**src/rtl/state_sequencer.sv**
```systemverilog
// Multicycle CPU state sequencer: steps FETCH/DECODE/EXEC1/EXEC2/MDWAIT,
// honours Avalon waitrequest stalls, retires instructions and trips a watchdog.
module state_sequencer #(
  parameter int TIMEOUT = 1024,
  parameter int CNT_W   = 32
) (
  input  logic             clk,
  input  logic             reset,
  input  logic             waitrequest,
  input  logic             memread,
  input  logic             memwrite,
  input  logic             div_mult_en,
  input  logic             md_done,
  input  logic             pc_next_zero,
  output logic [3:0]       state,
  output logic             active,
  output logic             stall,
  output logic             fault,
  output logic [CNT_W-1:0] instr_count
);

  localparam int SC_W = $clog2(TIMEOUT + 1);

  typedef enum logic [3:0] {
    S_HALT   = 4'd0,
    S_FETCH  = 4'd1,
    S_DECODE = 4'd2,
    S_EXEC1  = 4'd3,
    S_EXEC2  = 4'd4,
    S_MDWAIT = 4'd5
  } state_e;

  state_e            state_r;
  state_e            seq_next_s;
  state_e            next_state_s;
  logic              bad_enc_s;
  logic              timeout_s;
  logic              retire_s;
  logic [SC_W-1:0]   stall_cnt_r;

  // Nominal next state from the control-unit handshakes.
  always_comb begin
    seq_next_s = state_r;
    bad_enc_s  = 1'b0;
    case (state_r)
      S_FETCH: begin
        if (memread && waitrequest) seq_next_s = S_FETCH;
        else                        seq_next_s = S_DECODE;
      end
      S_DECODE: seq_next_s = S_EXEC1;
      S_EXEC1: begin
        if (memread && waitrequest) seq_next_s = S_EXEC1;
        else if (div_mult_en)       seq_next_s = S_MDWAIT;
        else                        seq_next_s = S_EXEC2;
      end
      S_MDWAIT: begin
        if (md_done) seq_next_s = S_EXEC2;
        else         seq_next_s = S_MDWAIT;
      end
      S_EXEC2: begin
        // Never leave EXEC2 while memory stalls, so the exit edge is the pcwrite edge.
        if (waitrequest)       seq_next_s = S_EXEC2;
        else if (pc_next_zero) seq_next_s = S_HALT;
        else                   seq_next_s = S_FETCH;
      end
      S_HALT: seq_next_s = S_HALT;
      default: begin
        seq_next_s = S_HALT;
        bad_enc_s  = 1'b1;
      end
    endcase
  end

  // Watchdog override, stall flag and retire detection.
  always_comb begin
    timeout_s = (stall_cnt_r == SC_W'(TIMEOUT)) && (state_r != S_HALT);
    if (timeout_s) begin
      next_state_s = S_HALT;
    end else begin
      next_state_s = seq_next_s;
    end
    // Gated by reset so the flag reads low while reset is asserted.
    stall    = reset && (state_r != S_HALT) && (next_state_s == state_r);
    retire_s = (state_r == S_EXEC2) && (next_state_s != S_EXEC2);
  end

  // Sequencer state, registered status outputs and counters.
  always_ff @(posedge clk or negedge reset) begin
    if (!reset) begin
      state_r     <= S_FETCH;
      active      <= 1'b1;
      fault       <= 1'b0;
      instr_count <= {CNT_W{1'b0}};
      stall_cnt_r <= {SC_W{1'b0}};
    end else begin
      state_r <= next_state_s;
      active  <= (next_state_s != S_HALT);
      if (timeout_s || bad_enc_s) begin
        fault <= 1'b1;
      end
      if (retire_s) begin
        instr_count <= instr_count + CNT_W'(1);
      end
      if (stall) begin
        stall_cnt_r <= stall_cnt_r + SC_W'(1);
      end else begin
        stall_cnt_r <= {SC_W{1'b0}};
      end
    end
  end

  assign state = state_r;

endmodule

```
**config.mk**
```make
export PLATFORM = sky130hd
export DESIGN_NAME = state_sequencer
export DESIGN_NICKNAME = d
export VERILOG_FILES = /design/src/rtl/state_sequencer.sv
export SDC_FILE = /design/constraint.sdc
export NUM_CORES = 1
export LEC_CHECK = 0
export ABC_CLOCK_PERIOD_IN_PS = 4450
export BUFFER_PORTS_ARGS = -buffer_cell sky130_fd_sc_hd__buf_2
export CAP_MARGIN = 25
export CORE_ASPECT_RATIO = 0.9
export CORE_UTILIZATION = 40
export CTS_BUF_LIST = sky130_fd_sc_hd__clkbuf_4
export CTS_CLUSTER_DIAMETER = 150
export DETAILED_ROUTE_END_ITERATION = 8
export GPL_TIMING_DRIVEN = 0
export HOLD_SLACK_MARGIN = 0.08
export PLACE_DENSITY_LB_ADDON = 0.05
export SYNTH_ARGS = -nofsm -noshare
export SYNTH_HDL_FRONTEND = slang
export SYNTH_SLANG_ARGS = --single-unit
```
**constraint.sdc**
```tcl
create_clock -name clk -period 4.45 [get_ports clk]
set_clock_uncertainty 0.05 [all_clocks]
set_input_delay 0.89 -clock clk [delete_from_list [all_inputs] [get_ports clk]]
set_output_delay 0.89 -clock clk [all_outputs]
set_load 0.05 [all_outputs]
```
Word-level counts from Yosys, hierarchy flattened
Cells that the tools add are included.
Word-level totals
  bits of input ports: 8
  flip-flop bits (word level): 49
  word-level logic and storage cells: 35
  output and inout bits: 39
Cells by class
  equal/unequal tests: 8
  multiplexer cells: 10
  reduce and logical (&&, ||, !) cells: 10
  add/subtract/negate cells: 2
Operator list (count)
  32-bit by 1-bit adder with 32-bit output (second input constant): 1
  4-bit one-hot mux with 5 select lines: 1
  11-bit by 1-bit adder with 11-bit output (second input constant): 1
  11-bit == test (second input constant): 1
  11-bit two-way mux: 1
  4-bit by 2-bit == test with 1-bit output (second input constant): 2
  4-bit by 3-bit == test with 1-bit output (second input constant): 2
  4-bit nonzero test: 2
  3-bit two-way mux: 2
  6-bit OR reduction: 1
  1-bit logical AND: 5
  4-bit by 1-bit == test with 1-bit output (second input constant): 1
  4-bit == test: 1
  4-bit zero test: 1
  1-bit two-way mux: 4
  4-bit two-way mux: 1
  4-bit by 3-bit inequality test with 1-bit output (second input constant): 1
  2-bit two-way mux: 1
  1-bit logical OR: 1

Depth between registers and ports, before layout
Gate-level depths: netlist of the first run.
  depth in word-level cells: 7
  depth in mapped cells: 9
  depth with buffers taken out: 8

Worst setup path after synthesis of the first run
OpenSTA, ideal clock, no wires.
  path kind: input port to output port
  start: input div_mult_en
  end: output stall
  path slack: 1239 ps
  path buffers: 1
  data required time: 3510 ps
  arrival time: 2271 ps
  stages: 7
  cells stage by stage: nand2b_1 a32oi_1 o21ai_1 a211oi_1 o221ai_1 buf_2 inv_1
On the way
  word-level cells in the longest chain between the ends: 6
Ends and longest elaborated chain
  start, declared: RTL line 12  | input logic div_mult_en,
  1-bit two-way mux: RTL line 53  | else if (div_mult_en) seq_next_s = S_MDWAIT;
  3-bit two-way mux: RTL line 52  | if (memread && waitrequest) seq_next_s = S_EXEC1;
  4-bit one-hot mux with 5 select lines: RTL line 45  | case (state_r)
  4-bit two-way mux: RTL line 77  | if (timeout_s) begin
  4-bit == test: RTL line 83  | stall = reset && (state_r != S_HALT) && (next_state_s == state_r);
  1-bit logical AND: RTL line 83
  end, declared: RTL line 17  | output logic stall,
No other way between the ends.

Worst setup path in the final report of the first run
  start: register stall_cnt_r[0]
  end: output stall
On the way
  word-level cells in the longest chain between the ends: 5
Ends and longest elaborated chain
  start, declared: RTL line 39  | logic [SC_W-1:0] stall_cnt_r;
  start signal, assigned: RTL line 94  | stall_cnt_r <= {SC_W{1'b0}};
  start signal, assigned: RTL line 105  | stall_cnt_r <= stall_cnt_r + SC_W'(1);
  start signal, assigned: RTL line 107  | stall_cnt_r <= {SC_W{1'b0}};
  11-bit == test: RTL line 76  | timeout_s = (stall_cnt_r == SC_W'(TIMEOUT)) && (state_r != S_HALT);
  1-bit logical AND: RTL line 76
  4-bit two-way mux: RTL line 77
  4-bit == test: RTL line 83
  1-bit logical AND: RTL line 83
No other way between the ends.

==> metrics.txt, run 1 <==
Hold Crit Depth=1; antenna violations before repair=0; Worst Path Arrival=2.71 ns; max-slew violation count=0; crit end category=output port; die height=77.7 um; synthesized instance count=245; Nets=309; DR vias=1,845; RSZ-0062 raised after global routing=false; # IOs=47; CP Launch Type=register; CP Max Fanout=10; Iter 0 DRT Violations=61; FP Rows=27; critical path required time=3.51 ns; total CTS buffers=5; die area=0.00669 mm^2; Synth area leader=dfrtp_1; outcome=complete, no violations; Remaining DRCs=0; PostCTS Resize Cnt=0; root buf cell=clkbuf_4; gr usage total=16.7%; post-CTS setup repair buffer count=0; antenna cells=0; PwrDens=225 mW/mm^2; YS warnings=0; Seq/Total Area, Yosys=47.3%; Clock Path Buffers=2; main area contributors after synthesis=dfrtp_1, xor2_1, xnor2_1, nor3_2, nor2_1; r2r worst-path depth=8; die width=86.1 um; post-synth cell types=44; average size of a mapped cell=10.4 um^2; Max-cap violations=0; WL/cell=13.2 um; Pre-antenna DRT Iters=4; share of layout cells above drive strength 1=28.2%; gr ovfl total=0; Peak VDD IR=0.117 mV; Largest stage delay, worst path=0.45 ns; CTS tree=yes; global placement routability congestion=0.739; PortBufs=44; final wirelength=5100 um; kind of critical path=register to output port; slew margin rel.=65.0%; Final min period=3.65 ns; Detail Route Antenna Nets=0; Hold WC Path Type=register to register; non-filler cells, final=385; clock-pin slew on the worst setup and hold paths=0.13 ns; setup tns final=0 ns; Via-to-Cell Ratio=4.79; critical path's slowest cell=dfrtp_1; worst-skew pair later-pin latency=0.36 ns; top_reg_cell synth=dfrtp_1; worst-margin pin slew=0.521 ns; EDFF count, synth=0; Fin. Hold Viols=0; cts hold-fix bufs=0; Tcrit/Tclk final=82.0%; largest net degree at the start of global routing=29; Max Clk Rate=274 MHz; first-pass GRT wire length=8730 um; core area=0.00615 mm^2; DPL Wire Length=3690 um; Initial Util=41.4%; clk sinks=48; final core occ=48.0%; Post-synth ARST share=100%; H-tree levels=2; area added between synthesis and finish=15.9%; vias in the first global route=1,705; hold_ws=0.423 ns; Yosys top cell area share=45.2%; Leak Pwr=0.00142 uW; placed insts=377; syn_nets=257; cell area after synthesis=0.00255 mm^2; CP cell instances=inv_1, ha_1, nor4b_2, nand3_2, o22a_1, a211oi_1, o221ai_1, buf_2, inv_1, buf_2; final setup vio count=0; #FFs+latches synth=48
==> logic make-up (layout without fill, tap and decap cells) <==
| logic type | after synthesis | count (layout) | synth area share (%) |
|---|---|---|---|
| buffers and inverters | 16 | 69 | 3.19 |
| adder cells (fa/ha/maj) | 4 | 4 | 1.97 |
| other | 1 | 1 | 0.147 |
| AND/OR/NAND/NOR | 120 | 120 | 28.1 |
| flip-flops | 48 | 48 | 47.3 |
| XOR/XNOR | 40 | 40 | 13.8 |
| AO/OA/AOI/OAI | 16 | 16 | 5.55 |
==> Yosys cell counts, drive strengths merged, types with 2 or more instances <==
| cell | count |
|---|---|
| and2 | 4 |
| and3 | 2 |
| and4 | 2 |
| buf | 7 |
| dfrtp | 46 |
| dfstp | 2 |
| ha | 4 |
| inv | 9 |
| nand2 | 24 |
| nand3 | 17 |
| nand4 | 7 |
| nor2 | 27 |
| nor2b | 2 |
| nor3 | 18 |
| nor4 | 7 |
| nor4b | 2 |
| o21ai | 5 |
| o22ai | 2 |
| or2 | 2 |
| or3 | 3 |
| xnor2 | 17 |
| xor2 | 23 |
==> power by group <==
part           switching (uW)  internal [uW]  leakage [uW]
clock                     139           73.4     0.0000338
combinational            12.4           4.66      0.000743
sequential                  0            436      0.000648
==> sequential cells by signal, indices dropped and copies added, names as in the netlist <==
register,cells
stall_cnt_r,11
state,3
fault,1
active,1
instr_count,32
==> per-stage QoR <==
step	total power, uW	worst slack (ns)	instance area (um^2)
finish	665	0.802	2950
global route	693	0.458	2950
CTS	678	0.723	2950
detailed placement	462	0.944	2900
global placement	460	0.676	2880
floorplan	448	1.24	2550
==> critical path, delay by kind of cell (launching register included) <==
kind / cells / cell delay [ns]
fa+ha+maj: 1 / 0.15
flops: 1 / 0.45
buf+inv: 4 / 0.64
simple gates: 2 / 0.43
compound gates: 3 / 0.69
==> area by class of cell <==
cell class              count  area [um^2]
fillers                   618         3200
multi-input cells         181         1260
flip-flops and latches     48         1200
repair buffers             45          240
well taps                  87          109
clock buffers               7         52.6
plain buffers               7         47.5
inverters                   9         33.8
clock inverters             1         3.75
==> per-layer routing <==
metal	track usage [%]	vias up	wire [um]
met4	4.50	0	29
met1	26.3	859	2780
met2	22.7	41	2100
met5	0	-	0
li1	-	943	-
met3	3.40	2	198
==> final timing paths <==
path	from	to	slack (ns)
setup / recovery	stall_cnt_r[0]	stall	0.80
hold / removal	instr_count[31]	instr_count[31]	0.42
setup reg to reg	state[0]	instr_count[12]	2.11
hold reg to reg	instr_count[31]	instr_count[31]	0.42
max in group asynchronous	reset	state[0]	3.31
min in group asynchronous	reset	state[1]	0.44
==> placed cells by master (no fill, tap or decap), types with 2 or more instances in the layout <==
cell | Yosys | layout
buf_2 | 2 | 46
dfrtp_1 | 46 | 46
nor2_1 | 27 | 27
nand2_1 | 24 | 24
xor2_1 | 23 | 23
xnor2_1 | 17 | 17
nand3_1 | 16 | 16
nor3_2 | 13 | 13
inv_1 | 9 | 9
nand4_1 | 7 | 7
clkbuf_4 | 0 | 7
nor4_1 | 5 | 5
o21ai_0 | 4 | 4
and2_1 | 4 | 4
nor3_1 | 4 | 4
ha_1 | 4 | 4
buf_4 | 3 | 3
or3_1 | 3 | 3
nor4b_2 | 2 | 2
nor2b_1 | 2 | 2
and3_1 | 2 | 2
and4_1 | 2 | 2
or2_2 | 2 | 2
nor4_4 | 2 | 2
dfstp_2 | 2 | 2
Note: power is estimated with default switching activity, not from simulation.
==> inputs of run 2 (changes only) <==
--- a/config.mk
+++ b/config.mk
@@ -5,7 +5,8 @@
 export SDC_FILE = /design/constraint.sdc
 export NUM_CORES = 1
 export LEC_CHECK = 0
-export ABC_CLOCK_PERIOD_IN_PS = 4450
+export ABC_AREA = 1
+export ABC_CLOCK_PERIOD_IN_PS = 3000
 export BUFFER_PORTS_ARGS = -buffer_cell sky130_fd_sc_hd__buf_2
 export CAP_MARGIN = 25
 export CORE_ASPECT_RATIO = 0.9
==> constraint.sdc (replaced) <==
create_clock -name clk -period 3 [get_ports clk]
set_clock_uncertainty 0.05 [all_clocks]
set_input_delay 0.6 -clock clk [delete_from_list [all_inputs] [get_ports clk]]
set_output_delay 0.6 -clock clk [all_outputs]
set_load 0.05 [all_outputs]
==> run 2 against run 1 <==
Net effect: core utilization is 2.7 points higher; sequential share of layout area fell by 9.7 points; critical path depth increased by 2; critical path type unchanged; global-route usage grew 4.7 points; sequential power up 48%; first-iteration DRC count increased by 130%; synthesized area grew 26%; worst hold slack got worse by 0.35 ns; worst setup slack got worse by 0.64 ns; synthesized cell count grew 94%; non-clock buffer count up 18; clock-buffer cell count down 2.
==> metrics.txt, run 2 <==
post-synthesis simple-gate area fraction=45.6% (+17 points); EDFF count, synth=0 (unchanged); vias in the first global route=2,774 (+63%); Fill cells=830 (+34%); main area contributors after synthesis=dfrtp_1, nand2_1, nand3_1, nor2_1, inv_1; YS warnings=0 (unchanged); cell area after synthesis=0.00320 mm^2 (+26%); gr ovfl total=0 (unchanged); DPL Wire Length=6480 um (+76%); final wirelength=8500 um (+67%); commonest non-fill, non-tap cell in the layout=nand2_1; Pre-antenna DRT Iters=4 (unchanged); outcome=complete, no violations; RR Endpoint=instr_count[30]; Synth area leader=dfrtp_1; NetSw=244 uW (+62%); complex-gate fraction of the synthesized area=1.09% (-4.5 points); Detail Route Antenna Nets=0 (unchanged); Fin. Hold Viols=0 (unchanged); setup slack, reg-to-reg=0.77 ns (-1.34 ns); hold_ws=0.0748 ns (-0.348 ns); Worst R2R Start=instr_count[0]; Synth Area in XOR/XNOR=5.74% (-8.0 points); final setup vio count=0 (unchanged); most frequent cells in the layout=nand2_1, nor2_1, nand3_1, buf_2, dfrtp_1; Int Power=998 uW (+94%); final worst slack=0.164 ns (-0.638 ns); #FFs+latches synth=48 (unchanged); WL/cell=13.3 um (+0.73%); share of layout cells above drive strength 1=21.1% (-7.1 points); clk sinks=48 (unchanged); post-synth cell types=26 (-41%); Initial Util=41.8% (+0.43 points); Final min period=2.84 ns; antenna cells=0 (unchanged); Largest stage delay, worst path=0.40 ns (-0.05 ns); average size of a mapped cell=6.75 um^2 (-35%); Synth Area in Adders=1.56% (-0.40 points); DR vias=3,144 (+70%); clock-pin slew on the worst setup and hold paths=0.16 ns (+0.03 ns); sequential share of power=52.1% (-13 points); Iter 0 DRT Violations=143 (+130%); synthesized instance count=475 (+94%); critical path required time=2.35 ns (-1.16 ns); Biggest register=instr_count; first-pass GRT wire length=13,600 um (+56%); Gate power share=2.1% (-0.5 points); CP Launch Type=register; worst-margin pin slew=0.587 ns (+0.0656 ns); Yosys top cell area share=35.9% (-9.3 points); Seq/Total Area, Yosys=37.6% (-9.7 points); CP cell instances=buf_2, inv_2, nand3_2, o21ai_4, nand3_4, nand2_1, nand2_1, nor2_2, nand2_2, buf_8, inv_1, buf_6; core area=0.00766 mm^2 (+25%); Clock Path Buffers=2 (unchanged); top post-synthesis cells by count=nand2_1, nor2_1, nand3_1; max FFs per register=32 (unchanged); most used cell, CP=nand2_1; worst-skew pair later-pin latency=0.38 ns (+0.02 ns); Clock power frac=45.7% (+14 points); largest net degree at the start of global routing=28 (-3.4%); antenna violations before repair=0 (unchanged); Final Power=1240 uW (+87%); cell with the most instances after synthesis=nand2_1; die height=86.9 um (+12%); FP Rows=30 (+11%); PwrDens=320 mW/mm^2 (+42%); slew margin rel.=60.6% (-4.4 points); Max Clk Rate=353 MHz; top_reg_cell synth=dfrtp_1; max-slew violation count=0 (unchanged); Via-to-Cell Ratio=4.94 (+3.0%); Peak VDD IR=0.167 mV (+43%); global placement routability congestion=0.883 (+19%); largest family of logic cells by synthesized area=simple AND/OR/NAND/NOR gates; Tcrit/Tclk final=94.5%; mux share of post-synthesis cell area=0% (unchanged); placed insts=616 (+63%); die area=0.00837 mm^2 (+25%); switching fraction of total power=19.7% (-3.0 points); Worst Path Arrival=2.19 ns (-0.52 ns); gr usage total=21.3% (+4.7 points); critical path's slowest cell=dfrtp_1; H-tree levels=2 (unchanged); Leak Pwr=0.00196 uW (+38%); DP Worst Slack=0.0791 ns (-0.865 ns); Post-synth ARST share=100% (unchanged); syn_nets=487 (+89%); die width=96.3 um (+12%); Nets=552 (+79%); CTS tree=yes; crit end category=output port; PortBufs=44 (unchanged); CP Max Fanout=8 (-2); area added between synthesis and finish=21.2%; # IOs=47 (unchanged); total CTS buffers=5 (unchanged); kind of critical path=register to output port; non-filler cells, final=637 (+65%); Hold WC Path Type=primary input to asynchronous set/reset pin; Max-cap violations=0 (unchanged); root buf cell=clkbuf_4; Remaining DRCs=0 (unchanged); r2r worst-path depth=10 (+2)
run 2: cell count changes after synthesis, sizes merged, moves of 7 or more:
cell | previous run | this run
inv | 9 | 49
nand2 | 24 | 179
nand3 | 17 | 54
nor2 | 27 | 72
nor4 | 7 | 0
xnor2 | 17 | 5
xor2 | 23 | 16
run 2: stage by stage:
step                TNS [ns]  area (um^2)  utilization (%)
floorplan                  0         3200                -
global placement      -0.129         3540             46.3
detailed placement         0         3560             46.6
CTS                        0         3700             48.3
global route         -0.0222         3880             50.7
finish                     0         3880             50.7
run 2: cell type report:
class	count	area [um^2]	area share (%)
multi-input cells	366	1810	46.7
flip-flops and latches	48	1200	31.0
repair buffers	58	347	8.93
inverters	49	184	4.74
well taps	96	120	3.09
clock inverters	3	90.1	2.32
plain buffers	12	87.6	2.26
clock buffers	5	37.5	0.967
run 2: worst max path at each step:
stage	cells after the start	endpoint	start
2_1_floorplan	11	stall	state[2]
3_3_place_gp	9	stall	reset
3_5_place_dp	10	stall	reset
4_1_cts	13	stall	state[0]
5_1_grt	14	stall	stall_cnt_r[1]
6_report	12	stall	state[2]
run 2: metal layers:
metal | global-route usage, % | vias to the layer above | wire length, um
li1 | - | 1607 | -
met1 | 33.2 | 1459 | 4610
met2 | 31.1 | 71 | 3440
met3 | 3.49 | 7 | 386
met4 | 4.01 | 0 | 59
met5 | 0 | - | 0
run 2: worst max-delay path, delay by kind of cell (launching register included):
| kind | cells | cell delay (ns) |
|---|---|---|
| buf+inv | 5 | 0.64 |
| simple gates | 6 | 0.57 |
| flops | 1 | 0.40 |
| compound gates | 1 | 0.20 |
run 2: what timing repair did:
item	in CTS	in global routing
endpoints found under the setup margin	1	1
resized for setup	1	22
pin swaps	0	2
hold buffers	0	0
hold endpoints to repair	0	0
buffers inserted	1	12
run 2: kinds of logic (layout without fill, tap and decap cells):
group	Yosys count	count (layout)
compound gates	7	7
xor+xnor	21	21
fa+ha+maj	4	4
buf+inv	61	127
flops	48	48
other cells	1	1
simple gates	333	333
run 2: power by group through the flow:
stage | clock network (uW) | logic, uW | registers, uW
global route | 608 | 30.7 | 648
floorplan | 0 | 5.47 | 659
global placement | 0 | 23.6 | 659
detailed placement | 0 | 27.0 | 659
finish | 568 | 26.6 | 647
CTS | 581 | 27.0 | 647
